**config.mk**
```make
export PLATFORM = sky130hd
export DESIGN_NAME = prefetch_buffer_flat
export DESIGN_NICKNAME = d
export VERILOG_FILES = /design/src/rtl/pipe_pkg.sv /design/src/rtl/prefetch_buffer_if.sv /design/src/rtl/fifo_ctrl.sv /design/src/rtl/prefetch_buffer.sv /design/src/flat_wrapper.sv
export SDC_FILE = /design/constraint.sdc
export NUM_CORES = 1
export LEC_CHECK = 0
export CAP_MARGIN = 10
export CORE_ASPECT_RATIO = 1.4
export CORE_MARGIN = 2
export CORE_UTILIZATION = 50
export CTS_CLUSTER_DIAMETER = 50
export CTS_CLUSTER_SIZE = 14
export DETAILED_ROUTE_END_ITERATION = 10
export PLACE_DENSITY = 0.72
export SLEW_MARGIN = 10
export SYNTH_ARGS = -nofsm -noshare
export SYNTH_HDL_FRONTEND = slang
export SYNTH_SLANG_ARGS = --single-unit
```
**constraint.sdc**
```tcl
create_clock -name i_clk -period 6.65 [get_ports i_clk]
set_input_delay 1.995 -clock i_clk [delete_from_list [all_inputs] [get_ports i_clk]]
set_output_delay 1.995 -clock i_clk [all_outputs]
set_load 0.02 [all_outputs]
```
**src/rtl/pipe_pkg.sv**
```systemverilog
// Shared defaults and the {PC, instruction} entry type for the fetch-to-decode prefetch buffer.
package pipe_pkg;

    localparam int DEF_DEPTH = 4;
    localparam int DEF_AW    = 64;
    localparam int DEF_IW    = 32;

    typedef struct packed {
        logic [DEF_AW-1:0] pc;
        logic [DEF_IW-1:0] instr;
    } fetch_entry_t;

endpackage

```
**src/rtl/prefetch_buffer_if.sv**
```systemverilog
// Fetch-side and decode-side handshake bundle of the prefetch buffer.
interface prefetch_buffer_if
    import pipe_pkg::*;
#(
    parameter int AW = DEF_AW,
    parameter int IW = DEF_IW
);

    logic [AW-1:0] imem_addr_F;
    logic [IW-1:0] imem_data_F;
    logic          valid_F;
    logic          ready_F;
    logic          flush;
    logic [AW-1:0] pc_D;
    logic [IW-1:0] instr_D;
    logic          valid_D;
    logic          ready_D;

    // master = fetch/decode pipeline around the buffer, slave = the buffer itself
    modport master (
        output imem_addr_F, imem_data_F, valid_F, flush, ready_D,
        input  ready_F, pc_D, instr_D, valid_D
    );

    modport slave (
        input  imem_addr_F, imem_data_F, valid_F, flush, ready_D,
        output ready_F, pc_D, instr_D, valid_D
    );

endinterface

```
**src/rtl/fifo_ctrl.sv**
```systemverilog
// Pointer/occupancy bookkeeping for the prefetch buffer: handshake qualification and flush.
module fifo_ctrl
    import pipe_pkg::*;
#(
    parameter  int DEPTH = DEF_DEPTH,
    localparam int PW    = $clog2(DEPTH)
) (
    input  logic          i_clk,
    input  logic          i_reset,
    input  logic          i_valid_F,
    input  logic          i_ready_D,
    input  logic          i_flush,
    output logic          o_ready_F,
    output logic          o_valid_D,
    output logic          o_push,
    output logic [PW-1:0] o_wr_ptr,
    output logic [PW-1:0] o_rd_ptr
);

    localparam logic [PW:0]   CNT_FULL = (PW+1)'(DEPTH);
    localparam logic [PW:0]   CNT_ONE  = (PW+1)'(1);
    localparam logic [PW-1:0] PTR_ONE  = PW'(1);

    logic [PW:0]   r_count;
    logic [PW-1:0] r_wr_ptr;
    logic [PW-1:0] r_rd_ptr;
    logic          w_ready;
    logic          w_valid;
    logic          w_push;
    logic          w_pop;

    // ready depends on count alone, so a full buffer never accepts even while popping
    assign w_ready = (r_count < CNT_FULL);
    assign w_valid = (r_count != '0);
    assign w_push  = i_valid_F & w_ready & ~i_flush;
    assign w_pop   = w_valid & i_ready_D & ~i_flush;

    always_ff @(posedge i_clk or negedge i_reset) begin
        if (!i_reset) begin
            r_count  <= '0;
            r_wr_ptr <= '0;
            r_rd_ptr <= '0;
        end else if (i_flush) begin
            r_count  <= '0;
            r_wr_ptr <= '0;
            r_rd_ptr <= '0;
        end else begin
            if (w_push) r_wr_ptr <= r_wr_ptr + PTR_ONE;
            if (w_pop)  r_rd_ptr <= r_rd_ptr + PTR_ONE;
            case ({w_push, w_pop})
                2'b10:   r_count <= r_count + CNT_ONE;
                2'b01:   r_count <= r_count - CNT_ONE;
                default: r_count <= r_count;
            endcase
        end
    end

    assign o_ready_F = w_ready;
    assign o_valid_D = w_valid;
    assign o_push    = w_push;
    assign o_wr_ptr  = r_wr_ptr;
    assign o_rd_ptr  = r_rd_ptr;

endmodule

```
**src/rtl/prefetch_buffer.sv**
```systemverilog
// Small FIFO of {PC, instruction} pairs decoupling instruction fetch from decode.
module prefetch_buffer
    import pipe_pkg::*;
#(
    parameter int DEPTH = DEF_DEPTH,
    parameter int AW    = DEF_AW,
    parameter int IW    = DEF_IW
) (
    input  logic             i_clk,
    input  logic             i_reset,
    prefetch_buffer_if.slave bus
);

    localparam int PW = $clog2(DEPTH);

    logic             w_push;
    logic [PW-1:0]    w_wr_ptr;
    logic [PW-1:0]    w_rd_ptr;
    logic [DEPTH-1:0] w_we;
    logic [AW-1:0]    r_pc    [DEPTH];
    logic [IW-1:0]    r_instr [DEPTH];

    fifo_ctrl #(.DEPTH(DEPTH)) u_ctrl (
        .i_clk     (i_clk),
        .i_reset   (i_reset),
        .i_valid_F (bus.valid_F),
        .i_ready_D (bus.ready_D),
        .i_flush   (bus.flush),
        .o_ready_F (bus.ready_F),
        .o_valid_D (bus.valid_D),
        .o_push    (w_push),
        .o_wr_ptr  (w_wr_ptr),
        .o_rd_ptr  (w_rd_ptr)
    );

    for (genvar gi = 0; gi < DEPTH; gi++) begin : g_we
        assign w_we[gi] = w_push && (w_wr_ptr == PW'(gi));
    end

    // Storage is only cleared by reset; flush just rewinds the pointers.
    always_ff @(posedge i_clk or negedge i_reset) begin
        if (!i_reset) begin
            for (int i = 0; i < DEPTH; i++) begin
                r_pc[i]    <= '0;
                r_instr[i] <= '0;
            end
        end else begin
            for (int i = 0; i < DEPTH; i++) begin
                if (w_we[i]) begin
                    r_pc[i]    <= bus.imem_addr_F;
                    r_instr[i] <= bus.imem_data_F;
                end
            end
        end
    end

    assign bus.pc_D    = r_pc[w_rd_ptr];
    assign bus.instr_D = r_instr[w_rd_ptr];

endmodule

```
**src/flat_wrapper.sv**
```systemverilog
// flat-port wrapper written by rule: the top's interface ports become plain ports
module prefetch_buffer_flat import pipe_pkg::*;
#(
    parameter int DEPTH = DEF_DEPTH,
    parameter int AW    = DEF_AW,
    parameter int IW    = DEF_IW
)
  (i_clk, i_reset, bus_imem_addr_F, bus_imem_data_F, bus_valid_F, bus_flush, bus_ready_D, bus_ready_F, bus_pc_D, bus_instr_D, bus_valid_D);
  prefetch_buffer_if #(.AW(AW), .IW(IW)) bus_i ();
  input  logic i_clk;
  input  logic i_reset;
  input wire logic [$bits(bus_i.imem_addr_F)-1:0] bus_imem_addr_F;
  input wire logic [$bits(bus_i.imem_data_F)-1:0] bus_imem_data_F;
  input wire logic [$bits(bus_i.valid_F)-1:0] bus_valid_F;
  input wire logic [$bits(bus_i.flush)-1:0] bus_flush;
  input wire logic [$bits(bus_i.ready_D)-1:0] bus_ready_D;
  output wire logic [$bits(bus_i.ready_F)-1:0] bus_ready_F;
  output wire logic [$bits(bus_i.pc_D)-1:0] bus_pc_D;
  output wire logic [$bits(bus_i.instr_D)-1:0] bus_instr_D;
  output wire logic [$bits(bus_i.valid_D)-1:0] bus_valid_D;
  assign bus_i.imem_addr_F = bus_imem_addr_F;
  assign bus_i.imem_data_F = bus_imem_data_F;
  assign bus_i.valid_F = bus_valid_F;
  assign bus_i.flush = bus_flush;
  assign bus_i.ready_D = bus_ready_D;
  assign bus_ready_F = bus_i.ready_F;
  assign bus_pc_D = bus_i.pc_D;
  assign bus_instr_D = bus_i.instr_D;
  assign bus_valid_D = bus_i.valid_D;
  prefetch_buffer #(.DEPTH(DEPTH), .AW(AW), .IW(IW)) u_core (.i_clk(i_clk), .i_reset(i_reset), .bus(bus_i));
endmodule
```
==> qor.yml, run 1 <==
drive_gt1_share_pct: 46.7
ys_warn_count: 0
hold_start: "u_core.r_instr[54]"
ant_nets: 0
cts_tree: "done"
crit_path_start_kind: "flop"
fin_hold_ws_ns: 0.501
fill_cells: 2691
final-setup-viol-count: 0
status: "complete, no violations"
drtIter0Drc: 542
cts_resized: 0
cap_violations: 0
slew_headroom_pct: 38.3
h-tree-depth: 2
gp_congestion: 0.727
critPathMaxFanout: 32
finalHoldViolCount: 0
p_per_area_nw_per_um2: 385
postCtsHoldBufs: 0
final_nets: 1274
multi_input_area_um2: 7400
cts_buffers: 37
initial_core_util_pct: 50.3
clock_path_buffers: 3
cp-end-kind: "output port"
critPathLaunch: "u_core.u_ctrl.o_rd_ptr[0]"
seq_area_um2: 9790
clock.fmax_mhz: 199
cts.reportedPaths.clkPinSlew_ns: 0.07
core_area_um2: 35600
netlist_top_cells_area: "dfrtp_1, mux2_2, mux2_4, mux4_2, buf_12"
num_vias: 9208
netlist_area_um2: 17900
synth_top_area_cell: "dfrtp_1"
cts_setup_buffers: 0
clock_latency_ns: 0.53
io_buffers: 198
drv_slew: 0
tightest_slew_ns: 0.926
required_ns: 4.66
synth_top_cell_area_share_pct: 54.6
fin_crit_ns: 5.03
fp.dieW_um: 164
synth_nets: 1093
fin_worst_skew_ns: 0.0188
ios: 199
totalWireLength_um: 36000
antenna_found_initial: 1
area_growth_syn_to_layout_pct: 17.8
syn_inst: 987
globalRouteTotalUtil_pct: 19.9
grt_pass1_vias: 10300
final_util_pct: 59.2
die_h_um: 228
clockRootBuffer: "clkbuf_16"
critPathKind: "reg2out"
drt-vias-per-instance: 5.59
critical_path_arrival_ns: 3.04
grt_max_degree: 164
clkSinkCount: 391
first_pass_iters: 4
synth_seq_cells: 391
hp-class: "reg2reg"
ir_drop_mv: 0.283
leakagePower_nw: 8.96
synth_cell_type_count: 29
die_area_um2: 37400
r2r_start: "u_core.u_ctrl.r_count[2]"
fin_tns_setup_ns: 0
dp_hpwl_um: 21200
rows: 82
grt_setup_unrepaired: "no"
grt_remaining_overflow: 0
synth_seq_area_share_pct: 54.6
drc_errors: 0
syn_area_per_cell_um2: 18.1
wl_per_cell_um: 21.8
grt_pass1_wl_um: 58200
post-route-period-util_pct: 75.6
final timing paths:
path | endpoint | slack, ns | cells past startpoint
setup / recovery | bus_pc_D[9] | 1.62 | 3
hold / removal | u_core.r_instr[54] | 0.50 | 1
setup reg to reg | u_core.r_pc[90] | 3.93 | 5
hold reg to reg | u_core.r_instr[54] | 0.50 | 1
max in group asynchronous | u_core.u_ctrl.o_rd_ptr[0] | 3.83 | 2
min in group asynchronous | u_core.r_instr[51] | 1.47 | 1
critical path, cell delays in order, from the launching register on:
cell and delay [ns]:
dfrtp_4 0.91, buf_4 0.44, mux4_2 0.59, clkdlybuf4s50_1 0.56
report_power, final:
group	internal [mW]	switching [mW]	total, mW
clock	1.17	0.886	2.05
sequential	3.17	0.431	3.60
combinational	1.59	0.885	2.47
cells by family after synthesis:
group,synth area share (%)
muxes,39.6
DFF,54.6
buffers and inverters,4.07
and+or+nand+nor,0.776
AOI/OAI and AO/OA,0.363
adders and majority gates,0.391
xor gates and xnor gates,0.196
registers in the layout (all words and copies together), names as in the netlist:
register / flops
u_core.u_ctrl.o_rd_ptr: 2
u_core.r_pc: 256
u_core.u_ctrl.r_count: 3
u_core.u_ctrl.o_wr_ptr: 2
u_core.r_instr: 128
cell usage after synthesis, drive strengths merged:
library cell,instances
o21ai,4
mux4,96
a2111o,1
nand2b,1
nor3,1
xor2,2
fa,1
clkbuf,9
mux2,384
nor4,1
nand3,2
and2,5
buf,60
dfrtp,391
inv,3
a221oi,1
or3,1
ha,4
nand2,3
xnor2,2
nor2b,2
a21oi,5
nor2,8
through the flow:
| stage | instances | setup slack, ns | area (um2) | total power, mW |
|---|---|---|---|---|
| floorplan | 987 | 3.02 | 17900 | 5.25 |
| global placement | 1591 | 1.80 | 20000 | 6.05 |
| detailed placement | 1591 | 1.75 | 20000 | 6.13 |
| CTS | 1647 | 1.50 | 21100 | 8.23 |
| global route | 1648 | 1.44 | 21100 | 8.54 |
| finish | 1648 | 1.62 | 21100 | 8.13 |
area by class of cell:
class                      count  area share, %
sequential                   391           46.4
multi-input combinational    524           35.1
timing repair buffer         211           10.4
clock buffer                  45           4.67
tap                          462           2.74
clock inverter                11          0.664
inverter                       3         0.0534
antenna                        1         0.0119
layout by cell type, fill, tap and decap left out, drive strengths merged, types with 2 or more instances in the layout:
cell / n
clkinv: 5
inv: 5
xor2: 2
nand2: 3
nor2: 8
clkbuf: 45
and2: 5
nor2b: 2
buf: 14
dfrtp: 391
nand3: 2
o21ai: 4
ha: 4
bufinv: 3
mux4: 96
a21oi: 5
xnor2: 2
clkdlybuf4s50: 197
mux2: 384
per-layer routing:
metal  routed length, um  global-route usage (%)
met5                   0                       0
met1               15800                    27.4
met3                1500                    3.45
met2               17800                    32.3
met4                 929                    6.20
Power figures use the tool's default switching activity.
==> inputs of run 2 (changes only) <==
--- a/config.mk
+++ b/config.mk
@@ -12,7 +12,7 @@
 export CTS_CLUSTER_DIAMETER = 50
 export CTS_CLUSTER_SIZE = 14
 export DETAILED_ROUTE_END_ITERATION = 10
-export PLACE_DENSITY = 0.72
+export PLACE_DENSITY = 0.75
 export SLEW_MARGIN = 10
 export SYNTH_ARGS = -nofsm -noshare
 export SYNTH_HDL_FRONTEND = slang
==> constraint.sdc (replaced) <==
create_clock -name i_clk -period 4.1 [get_ports i_clk]
set_input_delay 1.23 -clock i_clk [delete_from_list [all_inputs] [get_ports i_clk]]
set_output_delay 1.23 -clock i_clk [all_outputs]
set_load 0.02 [all_outputs]
==> run 2 against run 1 <==
Net effect: setup slack lost 1.3 ns; total power grew 65%; first-iteration DRC count grew 5.7%; register-to-register slack lost 1.9 ns; cell area grew 1.6%; sequential cell count is the same; critical endpoint is now bus_instr_D[27]; highest routed layer is now met5.
==> qor.yml, run 2 (synthesis gave the netlist of run 1 again) <==
totalWireLength_um: 37000  # +2.8%
layout_commonest_cell: "dfrtp_1"
ir_drop_mv: 0.395  # +40%
dp.cells: 1604  # +0.82%
cap_violations: 0  # unchanged
ant_nets: 0  # unchanged
clock_latency_ns: 0.53  # about the same
drive_gt1_share_pct: 47.6  # +0.97 points
reg2reg_depth: 8  # +3
worstSetupPathDepth: 3  # unchanged
crit_family: "buffers and inverters"
area_growth_syn_to_layout_pct: 19.6
final_nets: 1288  # +1.1%
drc_errors: 0  # unchanged
final_util_pct: 60.2  # +0.92 points
fin_crit_ns: 3.82
gp_congestion: 0.719  # -1.0%
cts_tree: "done"
crit_chain: "buf_12 > mux4_2 > clkdlybuf4s50_1"
cts_buffers: 38  # +2.7%
rows: 82  # unchanged
dp_hpwl_um: 22700  # +7.1%
grt_pass1_vias: 10600  # +3.3%
clock.fmax_mhz: 262
cp-end-kind: "output port"
crit_path_start_kind: "flop"
globalRouteTotalUtil_pct: 20.6  # +0.79 points
fin_worst_skew_ns: 0.0107  # -0.00812 ns
die_h_um: 228  # unchanged
timing.rr.end: "u_core.u_ctrl.r_count[2]"
io_buffers: 198  # unchanged
r2r_start: "u_core.u_ctrl.r_count[2]"
fin_hold_ws_ns: 0.501  # +0.000201 ns
cts_setup_buffers: 0  # unchanged
num_vias: 9382  # +1.9%
clockRootBuffer: "clkbuf_16"
hp-class: "reg2reg"
grt_pass1_wl_um: 60400  # +3.6%
largest_register_ffs: 256  # unchanged
required_ns: 2.87  # -1.79 ns
drtIter0Drc: 573  # +5.7%
finalHoldViolCount: 0  # unchanged
fill_cells: 2580  # -4.1%
cts_resized: 0  # unchanged
first_pass_iters: 4  # unchanged
slew_headroom_pct: 61.2  # +23 points
ios: 199  # unchanged
drv_slew: 0  # unchanged
crit_buf_inv: 2  # unchanged
grt_max_degree: 75  # -54%
holdPathStages: 1  # unchanged
grt_setup_unrepaired: "no"
rrSetupSlack_ns: 1.99  # -1.94 ns
fin_tns_setup_ns: 0  # unchanged
h-tree-depth: 2  # unchanged
wl_per_cell_um: 22.2  # +1.6%
postCtsHoldBufs: 0  # unchanged
post-route-period-util_pct: 93.3
max_stage_delay_ns: 0.61  # -0.30 ns
critical_path_arrival_ns: 2.59  # -0.45 ns
slowest_stage: "clkdlybuf4s50_1"
power_mw: 13.4  # +65%
grt_remaining_overflow: 0  # unchanged
clkSinkCount: 391  # unchanged
leakagePower_nw: 9.12  # +1.8%
final_cell_mix: "dfrtp_1, mux2_2, clkdlybuf4s50_1, mux2_4, mux4_2"
reg.largest.list: "u_core.r_pc: 256 flops, u_core.r_instr: 128 flops, u_core.u_ctrl.r_count: 3 flops"
antenna_found_initial: 2  # +1
status: "complete, no violations"
top_register: "u_core.r_pc"
critPathKind: "reg2out"
initial_core_util_pct: 50.3  # unchanged
die_area_um2: 37400  # unchanged
whs_endpoint: "u_core.r_pc[157]"
hold_start: "u_core.r_pc[157]"
critPathMaxFanout: 51  # +59%
tightest_slew_ns: 0.582  # -0.344 ns
p_per_area_nw_per_um2: 625  # +62%
cts.reportedPaths.clkPinSlew_ns: 0.06  # about the same
fp.dieW_um: 164  # unchanged
final-setup-viol-count: 0  # unchanged
stdcell_count: 1668  # +1.2%
drt-vias-per-instance: 5.62  # +0.67%
core_area_um2: 35600  # unchanged
clock_path_buffers: 3  # unchanged
==> run 2: cell types whose count changed in the layout (fill, tap and decap cells not counted), sizes merged <==
cell / delta
bufinv: -1
clkbuf: +4
buf: +13
clkinv: +4
==> run 2: cell type report <==
cell class | count | area, um2 | share of cell area, %
Multi-Input combinational cell | 524 | 7400 | 34.5
Antenna cell | 1 | 2.50 | 0.0117
Clock inverter | 14 | 136 | 0.637
Sequential cell | 391 | 9790 | 45.7
Clock buffer | 49 | 1100 | 5.12
Inverter | 3 | 11.3 | 0.0526
Tap cell | 462 | 578 | 2.70
Timing Repair Buffer | 224 | 2410 | 11.2
==> run 2: how the worst max path moves through the flow <==
stage	slack, ns	to	start
global placement	0.72	u_core.r_pc[16]	bus_valid_F
detailed placement	0.70	u_core.r_pc[21]	bus_valid_F
CTS	0.23	bus_instr_D[27]	u_core.u_ctrl.o_rd_ptr[0]
finish	0.28	bus_instr_D[27]	u_core.u_ctrl.o_rd_ptr[0]
global route	0.18	bus_instr_D[27]	u_core.u_ctrl.o_rd_ptr[0]
floorplan	1.23	bus_pc_D[28]	u_core.u_ctrl.o_rd_ptr[0]
==> run 2: layer usage <==
layer / GRT usage, % / vias to the layer above / part of all wire [%]
met1: 26.7 / 5074 / 41
li1: - / 4061 / -
met3: 4.35 / 59 / 4.8
met4: 5.32 / 2 / 2.0
met5: 0 / - / 0.035
met2: 35.4 / 186 / 52
==> run 2: through the flow <==
step | worst slack, ns | area (um2)
floorplan | 1.23 | 17900
finish | 0.276 | 21400
global route | 0.181 | 21400
global placement | 0.721 | 20200
CTS | 0.232 | 21400
detailed placement | 0.701 | 20200
==> run 2: report_power, final <==
part	total, mW	switching, mW	internal, mW
Clock	3.50	1.48	2.02
Sequential	5.83	0.683	5.15
Combinational	4.07	1.47	2.59
==> run 2: worst register-to-register path, cell delays in order, from the launching register on <==
cell	delay (ns)
dfrtp_1	0.45
or3_1	0.44
nand2_1	0.13
nor3_1	0.08
fa_1	0.38
nand2b_1	0.17
nor4_1	0.18
a21oi_1	0.06
a21oi_1	0.16
==> inputs of run 3 (changes only) <==
--- a/config.mk
+++ b/config.mk
@@ -6,13 +6,13 @@
 export NUM_CORES = 1
 export LEC_CHECK = 0
 export CAP_MARGIN = 10
-export CORE_ASPECT_RATIO = 1.4
+export CORE_ASPECT_RATIO = 0.5
 export CORE_MARGIN = 2
 export CORE_UTILIZATION = 50
-export CTS_CLUSTER_DIAMETER = 50
 export CTS_CLUSTER_SIZE = 14
 export DETAILED_ROUTE_END_ITERATION = 10
 export PLACE_DENSITY = 0.75
+export SKIP_CTS_REPAIR_TIMING = 1
 export SLEW_MARGIN = 10
 export SYNTH_ARGS = -nofsm -noshare
 export SYNTH_HDL_FRONTEND = slang
==> run 3 against run 2 <==
Net effect: clock power about the same; sequential power barely moved; sequential cell count unchanged; total power grew 0.54%; non-clock buffer count is 3 higher; first-iteration DRC count decreased by 16%; combinational power is essentially flat; cell count rose by 1.1%; clock skew grew 0.0028 ns; routed wire length grew 2.8%; worst hold slack improved by 0.0012 ns; cell area increased by 0.21%; largest power group unchanged; highest routed layer is now met4.
==> qor.yml, run 3 (synthesis gave the netlist of run 1 again) <==
ant_nets: 0  # unchanged
drive_gt1_share_pct: 47.5  # -0.15 points
cp-end-kind: "output port"
totalWireLength_um: 38000  # +2.8%
fin_worst_skew_ns: 0.0135  # +0.00282 ns
gp_congestion: 0.755  # +5.0%
num_vias: 9329  # -0.56%
largest_register_ffs: 256  # unchanged
die_area_um2: 37400  # +0.19%
ios: 199  # unchanged
slew_headroom_pct: 42.2  # -19 points
rows: 48  # -41%
drc_errors: 0  # unchanged
cts_buffers: 38  # unchanged
hp-class: "reg2reg"
core_area_um2: 34900  # -2.0%
leakagePower_nw: 9.14  # +0.22%
dp.cells: 1620  # +1.0%
clkSinkCount: 391  # unchanged
die_h_um: 138  # -40%
max_stage_delay_ns: 0.59  # -0.02 ns
reg.largest.list: "u_core.r_pc: 256 flops, u_core.r_instr: 128 flops, u_core.u_ctrl.r_count: 3 flops"
fin_tns_setup_ns: 0  # unchanged
crit_buf_inv: 2  # unchanged
status: "complete, no violations"
cts_tree: "done"
tightest_slew_ns: 0.868  # +0.286 ns
initial_core_util_pct: 51.3  # +1.0 points
fin_crit_ns: 3.90  # +0.0725 ns
dpl_cell_area_um2: 20200  # +0.19%
post-route-cell-area_um2: 21500  # +0.21%
slowest_stage: "mux4_2"
fp.dieW_um: 272  # +66%
crit_path_start_kind: "flop"
clockRootBuffer: "clkbuf_16"
cap_violations: 0  # unchanged
antenna_found_initial: 0  # -2
final_cell_mix: "dfrtp_1, mux2_2, clkdlybuf4s50_1, mux2_4, mux4_2"
crit_chain: "buf_12 > mux4_2 > clkdlybuf4s50_1"
grt_setup_unrepaired: "no"
ir_drop_mv: 0.294  # -26%
stdcell_count: 1687  # +1.1%
drv_slew: 0  # unchanged
wl_per_cell_um: 22.6  # +1.6%
required_ns: 2.87  # about the same
clock_latency_ns: 0.53  # about the same
crit_family: "buffers and inverters"
clock_path_buffers: 3  # unchanged
layout_commonest_cell: "dfrtp_1"
fill_cells: 2490  # -3.5%
io_buffers: 198  # unchanged
grt_max_degree: 107  # +43%
drt-vias-per-instance: 5.53  # -1.7%
grt_remaining_overflow: 0  # unchanged
cts.reportedPaths.clkPinSlew_ns: 0.06  # about the same
top_register: "u_core.r_pc"
p_per_area_nw_per_um2: 627  # +0.33%
critPathMaxFanout: 67  # +31%
post-route-period-util_pct: 95.0  # +1.8 points
final_nets: 1291  # +0.23%
grt_pass1_wl_um: 60900  # +0.88%
drtIter0Drc: 480  # -16%
critPathKind: "reg2out"
area_growth_syn_to_layout_pct: 19.8
dp_hpwl_um: 23700  # +4.4%
first_pass_iters: 4  # unchanged
critical_path_arrival_ns: 2.67  # +0.08 ns
globalRouteTotalUtil_pct: 21.0  # +0.31 points
finalHoldViolCount: 0  # unchanged
final-setup-viol-count: 0  # unchanged
grt_pass1_vias: 10700  # +0.36%
h-tree-depth: 2  # unchanged
power_mw: 13.5  # +0.54%
clock.fmax_mhz: 257  # -1.9%
-- run 3: cell types whose count changed in the layout (fill, tap and decap cells not counted), sizes merged --
| cell | previous run | this run |
|---|---|---|
| clkinv | 9 | 6 |
| buf | 27 | 30 |
| clkbuf | 49 | 58 |
| clkinvlp | 1 | 0 |
| bufinv | 2 | 1 |
| inv | 5 | 4 |
-- run 3: path summary, 6_finish.rpt --
path	start	to	slack (ns)	cells after the start
max in group asynchronous	i_reset	u_core.r_instr[100]	2.35	2
min reg2reg	u_core.r_pc[92]	u_core.r_pc[92]	0.50	1
min in group asynchronous	i_reset	u_core.r_pc[17]	0.74	1
max	u_core.u_ctrl.o_rd_ptr[0]	bus_pc_D[57]	0.20	3
min	u_core.r_pc[92]	u_core.r_pc[92]	0.50	1
max reg2reg	u_core.u_ctrl.r_count[2]	u_core.r_pc[162]	1.92	5
-- run 3: cell type report --
cell class              count  area [um2]  share of cell area [%]
diodes                      1        2.50                  0.0117
clock buffers              58        1170                    5.45
clock inverters             8        68.8                   0.321
inverters                   3        11.3                  0.0525
multi-input cells         524        7400                    34.5
flip-flops and latches    391        9790                    45.6
well taps                 475         594                    2.77
repair buffers            227        2430                    11.3
-- run 3: per-layer routing --
| layer | part of all wire (%) | wire length, um | track usage [%] | vias up |
|---|---|---|---|---|
| met4 | 1.8 | 674 | 5.34 | 0 |
| met1 | 44 | 16700 | 27.9 | 5104 |
| met5 | 0 | 0 | 0 | - |
| li1 | - | - | - | 4061 |
| met2 | 52 | 19700 | 36.3 | 112 |
| met3 | 2.6 | 994 | 3.47 | 52 |
-- run 3: power by group --
| part | internal (mW) | switching [mW] | leakage, nW |
|---|---|---|---|
| registers | 5.15 | 0.696 | 4.89 |
| clock network | 2.03 | 1.48 | 0.616 |
| logic | 2.60 | 1.51 | 3.63 |
-- run 3: metrics by stage --
step | worst slack (ns) | hold WS (ns) | util, %
global placement | 0.612 | 0.483 | 58.0
floorplan | 1.23 | 0.475 | -
detailed placement | 0.562 | 0.489 | 58.0
CTS | 0.120 | 0.505 | 61.5
finish | 0.203 | 0.502 | 61.5
global route | 0.0470 | 0.510 | 61.5
